==> config.mk <==
export PLATFORM = sky130hd
export DESIGN_NAME = event_packetizer
export DESIGN_NICKNAME = d
export VERILOG_FILES = /design/src/rtl/lib_arbiter_pkg.sv /design/src/rtl/sync_fifo.sv /design/src/rtl/event_packetizer.sv
export SDC_FILE = /design/constraint.sdc
export NUM_CORES = 1
export LEC_CHECK = 0
export BUFFER_PORTS_ARGS = -buffer_cell sky130_fd_sc_hd__buf_2
export CAP_MARGIN = 5
export CELL_PAD_IN_SITES_DETAIL_PLACEMENT = 0
export CELL_PAD_IN_SITES_GLOBAL_PLACEMENT = 1
export CORE_MARGIN = 5
export CORE_UTILIZATION = 49
export DETAILED_ROUTE_END_ITERATION = 10
export PLACE_DENSITY = 0.8
export SLEW_MARGIN = 20
export SYNTH_ARGS = -nofsm -noshare
export SYNTH_HDL_FRONTEND = slang
export SYNTH_SLANG_ARGS = --single-unit
==> constraint.sdc <==
create_clock -name clk_i -period 2.4 [get_ports clk_i]
set_input_delay 0.48 -clock clk_i [delete_from_list [all_inputs] [get_ports clk_i]]
set_output_delay 0.48 -clock clk_i [all_outputs]
set_load 0.1 [all_outputs]
==> src/rtl/lib_arbiter_pkg.sv <==
// ============================================================================
// Module      : lib_arbiter_pkg
// Description : Shared types and constants for the pixel arbiter and the
//               downstream event packetizer.
// Revision    : 1.0 - initial release
// ============================================================================
`default_nettype none

package lib_arbiter_pkg;

  localparam int WIDTH     = 10;
  localparam int TS_W      = 16;
  localparam int OUT_W     = 2 + TS_W + WIDTH;
  localparam int PKT_DEPTH = 16;

  typedef enum logic [1:0] {
    EVT      = 2'b00,
    EVT_LAST = 2'b01,
    GRP      = 2'b10,
    DROP     = 2'b11
  } pkt_type_e;

  typedef struct packed {
    pkt_type_e         ptype;
    logic [TS_W-1:0]   ts;
    logic [WIDTH-1:0]  payload;
  } pkt_word_t;

endpackage

`default_nettype wire

==> src/rtl/sync_fifo.sv <==
// ============================================================================
// Module      : sync_fifo
// Description : Single-clock show-ahead FIFO with registered full/empty/level.
// Revision    : 1.0 - initial release
// ============================================================================
`default_nettype none

module sync_fifo #(
  parameter  int W     = 28,
  parameter  int DEPTH = 16,
  localparam int AW    = $clog2(DEPTH)
) (
  input  logic          clk_i,
  input  logic          reset_ni,
  input  logic          push_i,
  input  logic [W-1:0]  data_i,
  input  logic          pop_i,
  output logic [W-1:0]  data_o,
  output logic          full_o,
  output logic          empty_o,
  output logic [AW:0]   level_o
);

  logic [W-1:0]  r_mem [DEPTH];
  logic [AW-1:0] r_wr_ptr;
  logic [AW-1:0] r_rd_ptr;
  logic [AW:0]   r_level;
  logic          w_push;
  logic          w_pop;

  assign full_o  = (r_level == (AW+1)'(DEPTH));
  assign empty_o = (r_level == '0);
  assign level_o = r_level;
  assign w_push  = push_i & ~full_o;
  assign w_pop   = pop_i & ~empty_o;

  // Head is masked while empty so the output is clean through reset
  assign data_o  = empty_o ? '0 : r_mem[r_rd_ptr];

  always_ff @(posedge clk_i) begin
    if (w_push) begin
      r_mem[r_wr_ptr] <= data_i;
    end
  end

  always_ff @(posedge clk_i or negedge reset_ni) begin
    if (!reset_ni) begin
      r_wr_ptr <= '0;
      r_rd_ptr <= '0;
      r_level  <= '0;
    end else begin
      if (w_push) begin
        r_wr_ptr <= r_wr_ptr + 1'b1;
      end
      if (w_pop) begin
        r_rd_ptr <= r_rd_ptr + 1'b1;
      end
      case ({w_push, w_pop})
        2'b10:   r_level <= r_level + 1'b1;
        2'b01:   r_level <= r_level - 1'b1;
        default: r_level <= r_level;
      endcase
    end
  end

endmodule

`default_nettype wire

==> src/rtl/event_packetizer.sv <==
// ============================================================================
// Module      : event_packetizer
// Description : Timestamps arbiter events / group releases, buffers them in a
//               FIFO and reports overflow drops in-band with DROP words.
// Revision    : 1.0 - initial release
// ============================================================================
`default_nettype none

module event_packetizer #(
  parameter  int WIDTH = lib_arbiter_pkg::WIDTH,
  parameter  int TS_W  = lib_arbiter_pkg::TS_W,
  parameter  int DEPTH = lib_arbiter_pkg::PKT_DEPTH,
  parameter  int OUT_W = 2 + TS_W + WIDTH,
  localparam int LVL_W = $clog2(DEPTH) + 1
) (
  input  logic              clk_i,
  input  logic              reset_ni,
  input  logic              evt_valid_i,
  input  logic [WIDTH-1:0]  evt_data_i,
  input  logic              grp_release_i,
  output logic              pkt_valid_o,
  input  logic              pkt_ready_i,
  output logic [OUT_W-1:0]  pkt_data_o,
  output logic [LVL_W-1:0]  fifo_level_o,
  output logic              overflow_o,
  output logic [15:0]       drop_total_o
);

  import lib_arbiter_pkg::*;

  logic [TS_W-1:0]  r_ts;
  logic [WIDTH-1:0] r_drop_cnt;
  logic             r_pending;
  logic [15:0]      r_drop_total;

  logic             w_full;
  logic             w_empty;
  logic             w_push;
  logic             w_pop;
  logic             w_item;
  logic             w_space;
  logic             w_drop_slot;
  logic             w_drop_item;
  pkt_type_e        w_item_type;
  logic [WIDTH-1:0] w_item_payload;
  logic [OUT_W-1:0] w_word;

  assign pkt_valid_o  = ~w_empty;
  assign w_pop        = pkt_valid_o & pkt_ready_i;
  assign overflow_o   = r_pending;
  assign drop_total_o = r_drop_total;

  always_comb begin
    w_item         = evt_valid_i | grp_release_i;
    w_space        = ~w_full;
    w_drop_slot    = r_pending & w_space;
    // An item is lost when the FIFO is full or a pending marker takes the slot
    w_drop_item    = w_item & (~w_space | r_pending);
    w_item_type    = GRP;
    w_item_payload = '0;
    if (evt_valid_i) begin
      w_item_type    = grp_release_i ? EVT_LAST : EVT;
      w_item_payload = evt_data_i;
    end
    w_push = w_drop_slot | (w_item & w_space);
    w_word = w_drop_slot ? {DROP, r_ts, r_drop_cnt}
                         : {w_item_type, r_ts, w_item_payload};
  end

  always_ff @(posedge clk_i or negedge reset_ni) begin
    if (!reset_ni) begin
      r_ts         <= '0;
      r_drop_cnt   <= '0;
      r_pending    <= 1'b0;
      r_drop_total <= '0;
    end else begin
      r_ts <= r_ts + 1'b1;
      if (w_drop_slot) begin
        r_pending  <= w_drop_item;
        r_drop_cnt <= w_drop_item ? {{(WIDTH-1){1'b0}}, 1'b1} : '0;
      end else if (w_drop_item) begin
        r_pending <= 1'b1;
        if (r_drop_cnt != '1) begin
          r_drop_cnt <= r_drop_cnt + 1'b1;
        end
      end
      if (w_drop_item && (r_drop_total != '1)) begin
        r_drop_total <= r_drop_total + 1'b1;
      end
    end
  end

  sync_fifo #(
    .W     (OUT_W),
    .DEPTH (DEPTH)
  ) u_fifo (
    .clk_i    (clk_i),
    .reset_ni (reset_ni),
    .push_i   (w_push),
    .data_i   (w_word),
    .pop_i    (w_pop),
    .data_o   (pkt_data_o),
    .full_o   (w_full),
    .empty_o  (w_empty),
    .level_o  (fifo_level_o)
  );

endmodule

`default_nettype wire
### Yosys cells after proc, flatten, opt, wreduce, memory -nomap -nowiden

Memory sizes are Yosys's and may differ from the RTL's.
Cells that the tools add are included.
Widths: inputs -> output; s select.

* output and inout bits: 51
* bits of input ports: 15
* logic and storage cells: 51
* register bits after elaboration: 56
* bits in writable memories: 448
* memories kept: 1

* bitwise gates (word level): 11
* equal/unequal tests: 5
* mux-type cells: 14
* reduce and logical (&&, ||, !) cells: 6
* add/sub/neg operators: 7

Memory list
* u_fifo.r_mem: depth 16, width 28, rd ports 1, clocked after memory_dff 0, wr ports 1, RTL line sync_fifo.sv:24 `logic [W-1:0] r_mem [DEPTH];`

Operators with widths (count)
* $mux 28: 2
* $mux 10: 4
* $add 16x1->16 const B: 2
* $ne 16x16->1 const B: 1
* $add 10x1->10 const B: 1
* $ne 10x10->1 const B: 1
* $pmux 5 s2: 1
* $add 4x1->4 const B: 2
* $and 1x1->1: 6
* $mux 1: 6
* $reduce_bool 2->1: 3
* $add 5x1->5 const B: 1
* $eq 5x5->1 const B: 1
* $logic_not 5->1: 1
* $sub 5x1->5 const B: 1
* $or 1x1->1: 3
* $eq 2x1->1 const B: 1
* $eq 2x2->1 const B: 1
* $mux 2: 1
* $not 1->1: 2
* $reduce_and 2->1: 1
* $logic_and 1x1->1: 1

### Depth between registers and ports, before layout

* depth in word-level cells: 7
* depth in mapped cells: 14
* mapped depth without buffers: 11

### By module

Synthesis repeated with hierarchy kept, for this count alone.

* cell total of the unflattened synthesis: 1046
* area, all modules: 20370.8 sq um

By module, submodules not included
* sync_fifo: cells each 817, sequential area each 13778.2 sq um, times used 1, area each 18164.9 sq um
* event_packetizer: cells each 229, sequential area each 1076.0 sq um, times used 1, area each 2205.9 sq um

### Worst setup path before layout

No wires, ideal clock.

* kind: register -> output
* start: register u_fifo.r_level[2] (netlist: u_fifo.level_o[2])
* end: output port pkt_data_o[10]
* path buffers: 2
* setup slack: -2.322 ns
* data required time: 1.920 ns
* cell stages (with the launch flop): 7
* data arrival time: 4.242 ns
* path through: dfrtp_1 buf_2 nor4_4 nand2b_1 nand2_1 clkbuf_1 o22ai_1

* cells in the longest elaborated chain, start to end: 2

Ends and longest elaborated chain
* from (decl): RTL line sync_fifo.sv:27 `logic [AW:0] r_level;`
* from (signal assigned): RTL line sync_fifo.sv:59 `2'b10: r_level <= r_level + 1'b1;`
* from (signal assigned): RTL line sync_fifo.sv:60 `2'b01: r_level <= r_level - 1'b1;`
* from (signal assigned): RTL line sync_fifo.sv:61 `default: r_level <= r_level;`
* $logic_not 5->1: RTL line sync_fifo.sv:32 `assign empty_o = (r_level == '0);`
* $mux 28: RTL line sync_fifo.sv:38 `assign data_o = empty_o ? '0 : r_mem[r_rd_ptr];`
* to (decl): RTL line event_packetizer.sv:23 `output logic [OUT_W-1:0] pkt_data_o,`

No other way between the ends.

### Final worst setup path

* start: register u_fifo.r_rd_ptr[0]
* end: output port pkt_data_o[3]

* cells in the longest elaborated chain, start to end: 2

Ends and longest elaborated chain
* from (decl): RTL line sync_fifo.sv:26 `logic [AW-1:0] r_rd_ptr;`
* from (signal assigned): RTL line sync_fifo.sv:56 `r_rd_ptr <= r_rd_ptr + 1'b1;`
* $mem_v2 16x28
* $mux 28: RTL line sync_fifo.sv:38

No other way between the ends.

==> reports/qor.log <==
[floorplanning] total core area 40600 um^2
[run] reported max-cap violation count 0
[sta] final total negative setup slack -13410 ps
[finish] post-route insts no fill 1734
[logic_synthesis] most instantiated flip-flop cell in the synthesis netlist sky130_fd_sc_hd__edfxtp_1
[logic_synthesis] number of instances in the synthesized netlist 997
[critical_path] worst reg2reg startpoint u_fifo.level_o[0]
[place] Detail Placement HPWL 23900 um
[sta] final critical delay including setup and external delays 2930 ps
[detailed_routing] routed wirelength normalized by instance count 25.5 um
[clock_network] CTS root buf sky130_fd_sc_hd__clkbuf_16
[critical_path] origin of the worst setup path u_fifo.r_rd_ptr[0]
[finish] fin nets 1190
[floorplanning] site row count 74
[logic_synthesis] fraction of synthesis flops using an asynchronous set or reset pin 0.111
[floorplanning] chip width 212 um
[critical_path] count of cells along the worst register-to-register path 11
[power_and_ir_drop] share of total power in combinational logic 0.488
[critical_path] critical path endpoint category output pin
[detailed_routing] final antenna-violating net count 0
[floorplanning] I/O pin count 66
[finish] ant diodes 0
[floorplanning] starting density of the core 0.492
[sta] final slew viol count 0
[detailed_routing] DR vias/cell 5.87
[power_and_ir_drop] leakage power figure 8.60 nW
[sta] Fmax achieved 342 MHz
[logic_synthesis] cell area after technology mapping 20000 um^2
[finish] filler cell count 2737
[power_and_ir_drop] power density over the cells 1470 nW/um^2
[floorplanning] height of the die 212 um
[critical_path] Data required, critical path 1920 ps
[global_route] vias in the first global route 10500
[finish] growth of design area from synthesis to finish 24.7%
[logic_synthesis] number of distinct library cell variants in the gate-level netlist after synthesis 48
[critical_path] register-to-register path setup slack -20 ps
[clock_network] H-Tree Level Count 2
[power_and_ir_drop] worst-case vdd ir drop 977 uV
[global_route] number of antenna violations at the first check in global routing 0
[detailed_routing] via count 10200
[critical_path] worst reg2reg endpoint u_fifo.level_o[4]
[sta] worst clock skew 12.7 ps
[min_path] min-delay src pkt_ready_i
[critical_path] CP Data Arrival Time 2450 ps
[clock_network] clock tree from TritonCTS yes
[sta] worst-case headroom to the max-slew limit 0.553
[clock_network] Skew-Pair Late Insertion Delay 570 ps
[place] weighted congestion at the end of routability-driven global placement 0.737
[global_route] global-route wire length before repair 66700 um
[power_and_ir_drop] sequential group share of total power 0.315
[detailed_routing] wire length after detailed routing 44300 um
[global_route] grt total ovfl 0
[power_and_ir_drop] clock power share 0.197
[power_and_ir_drop] Internal 22.6 mW
[critical_path] startpoint kind of the worst setup timing path flop
[place] input/output buffers 65
[clock_network] clock slew seen by the registers of the worst setup and hold paths 50 ps
[clock_network] maximum clock path buffer count 3
[sta] unrepaired setup endpoints after global routing true
[sta] final worst hold slack 381 ps
[detailed_routing] first-pass iteration count of the detailed router 5
[status] run status complete, but fails checks
[min_path] cell depth of the worst min-delay path 4
[logic_synthesis] EDFF count, synth 448
[clock_network] clock buffer count from CTS 48
[critical_path] category of the critical setup timing path flop to output pin
[power_and_ir_drop] switching share of power 0.386
[power_and_ir_drop] switching pwr 14.2 mW
[min_path] class of the tightest hold or removal check input port to flop
[global_route] GRT Resource Usage Total 0.198
[logic_synthesis] fraction of the yosys area taken by sequential cells 0.744
[logic_synthesis] synthesized net count 1023
[place] placed standard-cell area 22300 um^2
[min_path] end of the worst hold path u_fifo.r_rd_ptr[0]
[place] cell count after placement 1631
[detailed_routing] detailed-route DRC error count 0
[critical_path] worst-path maximum fanout 13
[sta] transition at the pin with the smallest max-transition slack 670 ps
[sta] Period Utilization, post-route 1.22
[sta] minimum setup slack in the final design -528 ps
[finish] proportion of layout cells with a drive suffix above 1 0.390
[floorplanning] area of the die 44900 um^2
[logic_synthesis] average cell area after synthesis 20.0 um^2
[place] setup slack after placement -207 ps
[logic_synthesis] synthesis-stage register bit count 504
[logic_synthesis] warnings from Yosys 0
[finish] post-route design area 24900 um^2
[sta] number of failing setup endpoints in the final timing report 30
[clock_network] total clock sinks 504
[detailed_routing] drt first-iter violations 955
[sta] count of final hold-check violations 0
[status] failing checks negative setup slack
[global_route] pin count of the biggest net entering global routing 49
[sequential cells by signal (all words and copies together), names as in the netlist]
signal / count
drop_total_o: 16
overflow_o: 1
r_drop_cnt: 10
r_ts: 16
u_fifo.level_o: 5
u_fifo.r_mem: 448
u_fifo.r_rd_ptr: 4
u_fifo.r_wr_ptr: 4
[per-layer routing]
layer / share of wire / routed length, um / global-route usage
met1: 0.42 / 18800 / 0.283
met2: 0.51 / 22700 / 0.329
met3: 0.052 / 2310 / 0.0323
met4: 0.012 / 516 / 0.0398
met5: 0 / 0 / 0
[kinds of logic after synthesis]
family / after synthesis / synth area share
AOI/OAI and AO/OA: 54 / 0.0184
xor gates and xnor gates: 44 / 0.0193
adders and majority gates: 11 / 0.00689
buffers and inverters: 58 / 0.0128
DFF: 504 / 0.744
muxes: 171 / 0.156
and+or+nand+nor: 155 / 0.0426
[through the flow]
stage,utilization,power (mW)
after floorplan,-,22.7
after global placement,0.549,26.2
after detailed placement,0.549,26.4
after CTS,0.608,36.5
after global routing,0.614,38.1
final,0.614,36.7
[synth_stat cells, types with 6 or more instances]
cell type,instances,area (um^2)
sky130_fd_sc_hd__edfxtp_1,448,13500
sky130_fd_sc_hd__mux4_2,112,2520
sky130_fd_sc_hd__mux2i_1,57,571
sky130_fd_sc_hd__dfrtp_1,56,1400
sky130_fd_sc_hd__nand2_1,44,165
sky130_fd_sc_hd__o22ai_1,29,181
sky130_fd_sc_hd__buf_2,27,135
sky130_fd_sc_hd__nand3_1,25,125
sky130_fd_sc_hd__xnor2_1,25,219
sky130_fd_sc_hd__nor2_1,19,71.3
sky130_fd_sc_hd__xor2_1,19,166
sky130_fd_sc_hd__nand4_1,18,113
sky130_fd_sc_hd__clkbuf_1,16,60.1
sky130_fd_sc_hd__and2_1,15,93.8
sky130_fd_sc_hd__ha_1,11,138
sky130_fd_sc_hd__inv_1,8,30.0
sky130_fd_sc_hd__o21ai_0,7,35.0
sky130_fd_sc_hd__a21oi_1,6,30.0
sky130_fd_sc_hd__and3_1,6,37.5
sky130_fd_sc_hd__and4_1,6,52.6
[power by group through the flow]
stage | Sequential (mW) | Clock, mW | Combinational (mW)
after global routing | 11.6 | 7.78 | 18.7
after detailed placement | 11.8 | 0 | 14.6
after global placement | 11.7 | 0 | 14.5
after floorplan | 12.2 | 0 | 10.5
after CTS | 11.5 | 7.35 | 17.6
final | 11.6 | 7.25 | 17.9
[worst max-delay path by stage]
stage / end / slack (ps) / cells after the start
global placement: pkt_data_o[22] / -180 / 5
floorplan: u_fifo.level_o[4] / -600 / 13
CTS: pkt_data_o[2] / -540 / 7
global route: pkt_data_o[15] / -620 / 7
detailed placement: pkt_data_o[21] / -210 / 5
finish: pkt_data_o[3] / -530 / 6
[worst max-delay path, cell delays in order, from the launching register on]
cell                      delay [ps]
sky130_fd_sc_hd__dfrtp_4         440
sky130_fd_sc_hd__buf_8           170
sky130_fd_sc_hd__buf_12          180
sky130_fd_sc_hd__mux4_2          530
sky130_fd_sc_hd__mux2i_2         230
sky130_fd_sc_hd__o22ai_4         130
sky130_fd_sc_hd__buf_8           190
[final cells by class]
| cell class | instances | area (um^2) | area share |
|---|---|---|---|
| Timing Repair Buffer | 164 | 2020 | 0.0813 |
| Tap cell | 532 | 666 | 0.0267 |
| Multi-Input combinational cell | 437 | 5790 | 0.233 |
| Clock buffer | 66 | 1290 | 0.0518 |
| Clock inverter | 22 | 205 | 0.00824 |
| Inverter | 9 | 36.3 | 0.00146 |
| Sequential cell | 504 | 14900 | 0.598 |
[repair_timing]
| action | in CTS | in global routing |
|---|---|---|
| endpoints found under the hold margin | 26 | 0 |
| cloned | 2 | 6 |
| pin swaps | 2 | 12 |
| hold buffers | 1 | 0 |
| gates resized for setup | 184 | 16 |
| setup endpoints to repair | 44 | 61 |
| buffers inserted | 3 | 3 |
[layout by cell type, fill, tap and decap left out, types with 5 or more instances in the layout]
cell type	n
sky130_fd_sc_hd__edfxtp_1	448
sky130_fd_sc_hd__mux4_2	112
sky130_fd_sc_hd__buf_4	56
sky130_fd_sc_hd__clkbuf_16	53
sky130_fd_sc_hd__buf_12	51
sky130_fd_sc_hd__dfrtp_1	45
sky130_fd_sc_hd__nand2_1	43
sky130_fd_sc_hd__buf_2	36
sky130_fd_sc_hd__mux2i_4	29
sky130_fd_sc_hd__o22ai_4	28
sky130_fd_sc_hd__nand3_1	25
sky130_fd_sc_hd__xnor2_1	25
sky130_fd_sc_hd__nor2_1	19
sky130_fd_sc_hd__xor2_1	19
sky130_fd_sc_hd__mux2i_2	19
sky130_fd_sc_hd__nand4_1	18
sky130_fd_sc_hd__and2_4	16
sky130_fd_sc_hd__clkbuf_1	16
sky130_fd_sc_hd__mux2i_1	9
sky130_fd_sc_hd__buf_8	9
sky130_fd_sc_hd__inv_1	8
sky130_fd_sc_hd__ha_1	8
sky130_fd_sc_hd__clkinv_1	8
sky130_fd_sc_hd__clkinv_2	8
sky130_fd_sc_hd__dfrtp_4	8
sky130_fd_sc_hd__o21ai_0	7
sky130_fd_sc_hd__and3_1	6
sky130_fd_sc_hd__nor3_1	5
sky130_fd_sc_hd__a21oi_1	5
Note: power is estimated with default switching activity, not from simulation.
